File: config.mk
export PLATFORM = sky130hd
export DESIGN_NAME = ulpi_tx_framer
export DESIGN_NICKNAME = d
export VERILOG_FILES = /design/src/rtl/ulpi_defs.sv /design/src/rtl/ulpi_tx_framer.sv
export SDC_FILE = /design/constraint.sdc
export NUM_CORES = 1
export LEC_CHECK = 0
export CAP_MARGIN = 10
export CORE_MARGIN = 1
export CORE_UTILIZATION = 39
export CTS_BUF_LIST = sky130_fd_sc_hd__clkbuf_4 sky130_fd_sc_hd__clkbuf_8
export DETAILED_ROUTE_END_ITERATION = 6
export PLACE_DENSITY = 0.8
export REMOVE_ABC_BUFFERS = 1
export SLEW_MARGIN = 20
export SYNTH_ARGS = -nofsm -noshare
export SYNTH_HDL_FRONTEND = slang
export SYNTH_SLANG_ARGS = --single-unit
File: constraint.sdc
create_clock -name clock -period 2.3 [get_ports clock]
set_clock_uncertainty 0.2 [all_clocks]
set_input_delay 0.575 -clock clock [delete_from_list [all_inputs] [get_ports clock]]
set_output_delay 0.575 -clock clock [all_outputs]
set_load 0.01 [all_outputs]
File: src/rtl/ulpi_defs.sv
// Shared ULPI link-side constants: TX CMD prefix, abort byte, framer state encodings
// and PID nibbles. Also holds the PID complement check used by the framer.
package ulpi_defs;

   localparam logic [3:0] TXCMD_PREFIX = 4'b0100;
   localparam logic [7:0] ABORT_BYTE   = 8'hFF;

   localparam logic [3:0] PID_ACK   = 4'h2;
   localparam logic [3:0] PID_NAK   = 4'hA;
   localparam logic [3:0] PID_STALL = 4'hE;
   localparam logic [3:0] PID_DATA0 = 4'h3;
   localparam logic [3:0] PID_DATA1 = 4'hB;

   typedef enum logic [5:0] {
      ST_IDLE  = 6'b000001,
      ST_TURN  = 6'b000010,
      ST_TXCMD = 6'b000100,
      ST_DATA  = 6'b001000,
      ST_STOP  = 6'b010000,
      ST_DRAIN = 6'b100000
   } state_t;

   // A well-formed PID byte carries the one's complement of the PID in its upper nibble.
   function automatic logic pid_ok(input logic [7:0] pid_byte);
      return (pid_byte[7:4] == ~pid_byte[3:0]);
   endfunction

endpackage

File: src/rtl/ulpi_tx_framer.sv
// Converts encoder byte-stream packets into ULPI transmit sequences (TX CMD, data, stp).
// Optional PID complement check is enabled with `define ULPI_TX_PIDCHK_EN.
module ulpi_tx_framer
   import ulpi_defs::*;
#(
   parameter int unsigned TURN_CYCLES = 1
) (
   input  logic       clock,
   input  logic       reset,
   input  logic       ulpi_dir_i,
   input  logic       ulpi_nxt_i,
   output logic [7:0] ulpi_data_o,
   output logic       ulpi_stp_o,
   input  logic       s_tvalid_i,
   output logic       s_tready_o,
   input  logic       s_tlast_i,
   input  logic [7:0] s_tdata_i,
   output logic       tx_busy_o,
   output logic       tx_done_o,
   output logic       tx_abort_o
);

   localparam logic [1:0] TURN_LOAD = 2'(TURN_CYCLES);

   state_t     state;
   state_t     state_next;
   logic [1:0] turn_cnt;
   logic       pid_bad;

`ifdef ULPI_TX_PIDCHK_EN
   assign pid_bad = s_tvalid_i && !pid_ok(s_tdata_i);
`else
   assign pid_bad = 1'b0;
`endif

   // State register.
   always_ff @(posedge clock) begin
      if (reset) begin
         state <= ST_IDLE;
      end else begin
         state <= state_next;
      end
   end

   // Turnaround counter: reloads while the PHY owns the bus, counts down once it lets go.
   always_ff @(posedge clock) begin
      if (reset) begin
         turn_cnt <= 2'd0;
      end else if (ulpi_dir_i) begin
         turn_cnt <= TURN_LOAD;
      end else if (turn_cnt != 2'd0) begin
         turn_cnt <= turn_cnt - 2'd1;
      end else begin
         turn_cnt <= turn_cnt;
      end
   end

   // Next-state and output decode; outputs are held at reset values while reset is high.
   always_comb begin
      state_next  = state;
      ulpi_data_o = 8'h00;
      ulpi_stp_o  = 1'b0;
      s_tready_o  = 1'b0;
      tx_busy_o   = 1'b0;
      tx_done_o   = 1'b0;
      tx_abort_o  = 1'b0;
      if (reset) begin
         state_next = ST_IDLE;
      end else begin
         tx_busy_o = (state != ST_IDLE);
         case (state)
            ST_IDLE: begin
               if (ulpi_dir_i) begin
                  state_next = ST_TURN;
               end else if (s_tvalid_i) begin
                  state_next = ST_TXCMD;
               end else begin
                  state_next = ST_IDLE;
               end
            end
            ST_TURN: begin
               // Exit on the dir-low cycle that brings the count to zero.
               if (ulpi_dir_i) begin
                  state_next = ST_TURN;
               end else if (turn_cnt <= 2'd1) begin
                  state_next = s_tvalid_i ? ST_TXCMD : ST_IDLE;
               end else begin
                  state_next = ST_TURN;
               end
            end
            ST_TXCMD: begin
               if (pid_bad) begin
                  s_tready_o = 1'b1;
                  tx_abort_o = 1'b1;
                  state_next = s_tlast_i ? ST_IDLE : ST_DRAIN;
               end else begin
                  ulpi_data_o = {TXCMD_PREFIX, s_tdata_i[3:0]};
                  if (ulpi_dir_i) begin
                     state_next = ST_TURN;
                  end else if (ulpi_nxt_i && s_tvalid_i) begin
                     s_tready_o = 1'b1;
                     state_next = s_tlast_i ? ST_STOP : ST_DATA;
                  end else begin
                     state_next = ST_TXCMD;
                  end
               end
            end
            ST_DATA: begin
               ulpi_data_o = s_tdata_i;
               if (ulpi_dir_i) begin
                  tx_abort_o = 1'b1;
                  state_next = ST_DRAIN;
               end else if (!s_tvalid_i) begin
                  // Underrun: stp with 0xFF makes the PHY emit a bit-stuff error.
                  ulpi_data_o = ABORT_BYTE;
                  ulpi_stp_o  = 1'b1;
                  tx_abort_o  = 1'b1;
                  state_next  = ST_DRAIN;
               end else if (ulpi_nxt_i) begin
                  s_tready_o = 1'b1;
                  state_next = s_tlast_i ? ST_STOP : ST_DATA;
               end else begin
                  state_next = ST_DATA;
               end
            end
            ST_STOP: begin
               ulpi_stp_o = 1'b1;
               tx_done_o  = 1'b1;
               state_next = ST_IDLE;
            end
            ST_DRAIN: begin
               s_tready_o = s_tvalid_i;
               if (s_tvalid_i && s_tlast_i) begin
                  state_next = ulpi_dir_i ? ST_TURN : ST_IDLE;
               end else begin
                  state_next = ST_DRAIN;
               end
            end
            default: begin
               state_next = ST_IDLE;
            end
         endcase
      end
   end

endmodule

==> qor.yml, run 1 <==
p_sw_share_pct: 31.4
clk_latency_ns: 0.25
p_switching_mw: 0.140
fmax_mhz: 362
area_growth_pct: 76.1
pwr-share-seq_pct: 35.5
ant_nets: 0
grt_pass1_wl_um: 3750
synth_xor_xnor_area_share_pct: 4.02
num_vias: 835
cp-start-kind: "register"
avgViaCountPerCell: 5.42
yosys.area_share.simple_pct: 33.0
portBuffers: 26
layout.nets: 155
r2r_slack_ns: 0.37
p_leak_nw: 0.518
clk_pin_slew_ns: 0.05
yosys_warnings: 0
synthesis.area_um2: 653
critPathArrivalTime_ns: 1.99
cts.sinks: 8
chipWidth_um: 42.9
synth_compound_area_share_pct: 30.1
crit_path_end_kind: "output pin"
cts.htree.levels: 1
grt_pass1_vias: 831
place.gp.congestion: 0.877
cp_data_required_time_ns: 1.52
hold_viol_final: 0
drt_wl_total_um: 2330
antenna_found_initial: 0
synthMuxAreaShare_pct: 0
ctsLongestPathBuffers: 2
layout_commonest_cell: "buf_4"
drv_cap: 0
whs_ns: 0.366
cts_tree: "yes"
wl_per_cell_um: 15.1
worst_pin_slew_ns: 0.291
reg2regPathDepth: 7
powerDensity_mw_per_mm2: 388
ys_types: 33
rows: 14
whs_path_depth: 2
cp_max_fo: 3
yosysSeqAreaShare_pct: 24.5
clock-root-buffer: "clkbuf_4"
setup_tns_ns: -4.21
synthCells: 88
crit_chain: "or4_4 > or2_4 > nor3_4 > buf_4 > buf_6 > o21a_1 > buf_2"
clkPwrFrac_pct: 23.5
pwr-share-comb_pct: 41.0
gr-total-overflow: 0
worstHoldEndpoint: "turn_cnt[1]$_SDFFE_PP0P_"
drt_iter0_drc: 33
max_stage_delay_ns: 0.54
violations: "setup timing"
ys_ff_latch: 8
cts_made_buffers: 3
hp-start: "turn_cnt[1]$_SDFFE_PP0P_"
setup-violations-final: 12
drive_above_1_share_pct: 40.6
period_share_pct: 120
final.setup.worst_slack_ns: -0.460
rr_endpoint: "state[4]$_SDFF_PP0_"
grtUsageTotal_pct: 27.1
drc: 0
grt_max_degree: 9
critical_path_class: "reg -> out"
fillers: 115
worstReg2RegStart: "state[5]$_SDFF_PP0_"
min_path_type: "reg -> reg"
layout_common_cells: "23 x buf_4, 12 x clkdlybuf4s50_1, 11 x buf_2, 10 x nor2_1, 7 x o21a_1"
run_status: "finished with violations"
start_util_pct: 42.4
die_y_um: 42.9
core_mm2: 0.00154
cp_slowest_cell: "or4_4"
totalPowerFinal_mw: 0.446
rsz0062_at_grt: "true"
hold_buffers: 0
dieArea_mm2: 0.00184
synth_top_family_by_area: "simple AND/OR/NAND/NOR gates"
dp_hpwl_um: 1600
slew_viol_final: 0
io-pin-count: 27
peakVddDrop_uv: 455
syn_avg_cell_area_um2: 7.42
first_pass_iters: 4
n_antenna_cell: 0
yosys.area_share.adder_pct: 1.92
maxSlewHeadroom_pct: 80.4
power.internal_mw: 0.306
period_needed_ns: 2.76
==> power groups by stage <==
stage	Combinational (mW)	Clock (mW)	Sequential (mW)
6_report	0.183	0.105	0.158
5_1_grt	0.199	0.117	0.159
4_1_cts	0.177	0.110	0.157
3_5_place_dp	0.172	0	0.160
3_3_place_gp	0.169	0	0.159
2_1_floorplan	0.0841	0	0.165
==> registers in the layout, summed over array words and instances, names as in the netlist <==
signal / cells
state: 6
turn_cnt: 2
==> cells by family (layout without fill, tap and decap cells) <==
| kind of cell | count (synthesis) | count (layout) |
|---|---|---|
| simple gates | 37 | 37 |
| fa+ha+maj | 1 | 1 |
| flops | 8 | 8 |
| xor+xnor | 3 | 3 |
| buf+inv | 11 | 61 |
| compound gates | 28 | 28 |
==> repair_timing <==
action | CTS | global route
hold endpoints to repair | 0 | 0
resized for setup | 60 | 6
pin swaps | 7 | 2
setup buffers | 8 | 0
setup endpoints to repair | 13 | 13
==> layout make-up <==
cell class | count | area (um2) | share of cell area, %
flip-flops and latches | 8 | 164 | 14.3
multi-input cells | 69 | 503 | 43.7
clock buffers | 3 | 22.5 | 1.96
inverters | 5 | 18.8 | 1.63
well taps | 16 | 20.0 | 1.74
repair buffers | 53 | 422 | 36.7
==> Yosys cell counts <==
library cell  count  area share (%)
nor2_1           11             6.3
dfxtp_1           8              25
nor3_1            7             5.4
o21a_1            7             8.0
clkbuf_1          5             2.9
inv_1             5             2.9
nand2_1           5             2.9
o21ai_0           5             3.8
a21oi_1           4             3.1
a22oi_1           2             2.3
a2bb2oi_1         2             2.7
nand2b_1          2             1.9
nor2b_1           2             1.9
nor3b_1           2             2.3
or4_4             2             3.4
xor2_1            2             2.7
a211o_1           1             1.3
a211oi_1          1             1.1
a211oi_2          1             1.9
a21o_1            1             1.1
a31oi_1           1            0.96
buf_2             1            0.77
ha_1              1             1.9
nand3_1           1            0.77
nor3_4            1             2.5
nor3b_2           1             1.9
nor4_1            1            0.96
nor4b_1           1             1.3
o211ai_1          1             1.1
o21bai_1          1             1.1
o31a_1            1             1.3
or2_4             1             1.3
xnor2_1           1             1.3
==> worst max-delay path by stage <==
stage,slack [ns],endpoint,from
finish,-0.46,ulpi_data_o[3],state[5]$_SDFF_PP0_
CTS,-0.50,ulpi_data_o[3],state[5]$_SDFF_PP0_
detailed placement,-0.66,ulpi_data_o[3],reset
global route,-0.53,ulpi_data_o[3],state[5]$_SDFF_PP0_
global placement,-0.61,s_tready_o,s_tvalid_i
floorplan,-0.09,ulpi_stp_o,state[0]$_SDFF_PP1_
==> per-stage QoR <==
| step | util [%] | cells | instance area [um2] | setup WS [ns] |
|---|---|---|---|---|
| floorplan | - | 82 | 629 | -0.0894 |
| global placement | 68.8 | 144 | 1060 | -0.608 |
| detailed placement | 68.8 | 144 | 1060 | -0.662 |
| CTS | 73.9 | 154 | 1140 | -0.495 |
| global route | 74.6 | 154 | 1150 | -0.534 |
| finish | 74.6 | 154 | 1150 | -0.460 |
==> critical path, delay by kind of cell (launching register included) <==
| family | cells | cell delay (ns) |
|---|---|---|
| simple gates | 3 | 0.95 |
| buf+inv | 3 | 0.36 |
| flops | 1 | 0.32 |
| compound gates | 1 | 0.11 |
==> per-layer routing <==
layer | share of wire [%] | global-route usage (%) | vias to the layer above
met1 | 45 | 33.5 | 397
li1 | - | - | 416
met3 | 2.9 | 6.38 | 2
met4 | 0.39 | 3.13 | 0
met2 | 52 | 48.5 | 20
met5 | 0 | 0 | -
No activity file was read; power rests on OpenSTA's default activity.
==> run 2, diff against run 1 <==
--- a/config.mk
+++ b/config.mk
@@ -7,12 +7,13 @@
 export LEC_CHECK = 0
 export CAP_MARGIN = 10
 export CORE_MARGIN = 1
-export CORE_UTILIZATION = 39
+export CORE_UTILIZATION = 43
 export CTS_BUF_LIST = sky130_fd_sc_hd__clkbuf_4 sky130_fd_sc_hd__clkbuf_8
 export DETAILED_ROUTE_END_ITERATION = 6
-export PLACE_DENSITY = 0.8
+export PLACE_DENSITY = 0.83
 export REMOVE_ABC_BUFFERS = 1
 export SLEW_MARGIN = 20
 export SYNTH_ARGS = -nofsm -noshare
 export SYNTH_HDL_FRONTEND = slang
 export SYNTH_SLANG_ARGS = --single-unit
+export TNS_END_PERCENT = 30
==> constraint.sdc (replaced) <==
create_clock -name clock -period 2.9 [get_ports clock]
set_clock_uncertainty 0.2 [all_clocks]
set_input_delay 0.725 -clock clock [delete_from_list [all_inputs] [get_ports clock]]
set_output_delay 0.725 -clock clock [all_outputs]
set_load 0.01 [all_outputs]
==> qor.yml, run 2 (synthesized netlist as in run 1, its figures left out) <==
wl_met1_um: 881  # -16%
die_y_um: 41.0  # -4.5%
area_growth_pct: 64.0
n_antenna_cell: 0  # unchanged
layout_common_cells: "19 x buf_4, 12 x clkdlybuf4s50_1, 9 x nor2_1, 8 x dfxtp_1"
drt_wl_total_um: 2010  # -14%
wl_met2_um: 1010  # -16%
slew_viol_final: 0  # unchanged
clk_latency_ns: 0.25  # about the same
cp_max_fo: 3  # unchanged
cts.sinks: 8  # unchanged
cp-start-kind: "input pin"
cts_tree: "yes"
highest_layer: "met4"
pwr-share-comb_pct: 40.0  # -1.0 points
dieArea_mm2: 0.00168  # -8.9%
grt_pass1_vias: 707  # -15%
drive_above_1_share_pct: 30.3  # -10 points
dp_hpwl_um: 1620  # +1.8%
drv_cap: 0  # unchanged
clkPwrFrac_pct: 24.2  # +0.7 points
p_switching_mw: 0.106  # -24%
hold_viol_final: 0  # unchanged
worst_pin_slew_ns: 0.479  # +0.187 ns
layout_commonest_cell: "buf_4"
p_leak_nw: 0.491  # -5.2%
core_mm2: 0.00135  # -12%
largest_register_ffs: 6  # unchanged
dp.cells: 141  # -2.1%
fmax_mhz: 349
min_path_type: "reg -> reg"
power.internal_mw: 0.241  # -21%
critical_path_class: "in -> out"
instances_no_fill: 147  # -4.5%
place.gp.congestion: 0.792  # -9.7%
p_sw_share_pct: 30.5  # -0.84 points
cts_made_buffers: 3  # unchanged
largest_register: "state"
antenna_found_initial: 0  # unchanged
run_status: "finished, final reports clean"
chipWidth_um: 41.0  # -4.5%
maxSlewHeadroom_pct: 67.8  # -13 points
reg_top3: "state x6, turn_cnt x2"
cp_data_required_time_ns: 1.98  # +0.46 ns
portBuffers: 26  # unchanged
setup_tns_ns: 0  # +4.21 ns
io-pin-count: 27  # unchanged
setup-violations-final: 0  # -12
first_pass_iters: 4  # unchanged
ant_nets: 0  # unchanged
num_vias: 806  # -3.5%
period_share_pct: 98.8
grtUsageTotal_pct: 27.4  # +0.29 points
period_needed_ns: 2.87
start_util_pct: 48.4  # +6.0 points
grt_max_degree: 9  # unchanged
rsz0062_at_grt: "true"
rows: 13  # -1
wl_per_cell_um: 13.7  # -9.8%
pwr-share-seq_pct: 35.9  # +0.4 points
drc: 0  # unchanged
crit_path_end_kind: "output pin"
drt_iter0_drc: 17  # -48%
clock-root-buffer: "clkbuf_4"
avgViaCountPerCell: 5.48  # +1.1%
peakVddDrop_uv: 282  # -38%
powerDensity_mw_per_mm2: 324  # -17%
ctsLongestPathBuffers: 2  # unchanged
gr-total-overflow: 0  # unchanged
clk_pin_slew_ns: 0.05  # about the same
critPathArrivalTime_ns: 1.94  # -0.05 ns
layout.nets: 149  # -3.9%
cts.htree.levels: 1  # unchanged
grt_pass1_wl_um: 2940  # -22%
wl_met3_um: 100  # +49%
==> run 2: path summary, 6_finish.rpt <==
check	from	endpoint	slack, ns	cells after the start
setup / recovery	s_tvalid_i	ulpi_data_o[0]	0.03	6
hold / removal	turn_cnt[0]$_SDFFE_PP0P_	turn_cnt[0]$_SDFFE_PP0P_	0.38	3
setup reg to reg	state[0]$_SDFF_PP1_	state[1]$_SDFF_PP0_	1.07	5
hold reg to reg	turn_cnt[0]$_SDFFE_PP0P_	turn_cnt[0]$_SDFFE_PP0P_	0.38	3
==> run 2: power by group through the flow <==
stage               Clock [mW]  Combinational (mW)  Sequential [mW]
floorplan                    0              0.0667            0.131
global placement             0               0.131            0.126
detailed placement           0               0.134            0.127
CTS                     0.0848               0.138            0.124
global route            0.0927               0.150            0.125
finish                  0.0839               0.139            0.124
==> run 2: layout make-up <==
class	count	area [um2]
Clock buffer	3	22.5
Fill cell	96	279
Inverter	5	18.8
Multi-Input combinational cell	69	469
Sequential cell	8	160
Tap cell	15	18.8
Timing Repair Buffer	47	382
==> run 2: layer usage <==
| metal | up-vias | global-route usage [%] |
|---|---|---|
| met3 | 4 | 8.15 |
| met5 | - | 0 |
| li1 | 406 | - |
| met4 | 0 | 8.33 |
| met2 | 24 | 48.4 |
| met1 | 372 | 31.0 |
==> run 2: metrics by stage <==
stage	hold WS, ns	cell area (um2)	power [mW]	utilization [%]	setup slack (ns)
4_1_cts	0.377	1090	0.347	80.7	-0.139
5_1_grt	0.414	1070	0.368	79.3	-0.0170
6_report	0.377	1070	0.347	79.3	0.0335
3_3_place_gp	0.341	1040	0.257	77.3	-0.326
2_1_floorplan	0.315	629	0.198	-	0.361
3_5_place_dp	0.348	1040	0.261	77.3	-0.355
==> run 2: critical path, stage by stage <==
cell and delay [ns]:
clkdlybuf4s50_1 0.45, buf_4 0.17, nor3_4 0.21, buf_6 0.13
o21a_1 0.12, buf_2 0.14
==> run 2: what timing repair did <==
action                                  4_1_cts  5_1_grt
hold buffers                                  0        0
buffers inserted                              1        2
cloned                                        0        0
endpoints found under the setup margin       13       10
pin swaps                                     2        3
hold endpoints to repair                      0        0
resized for setup                            34        7
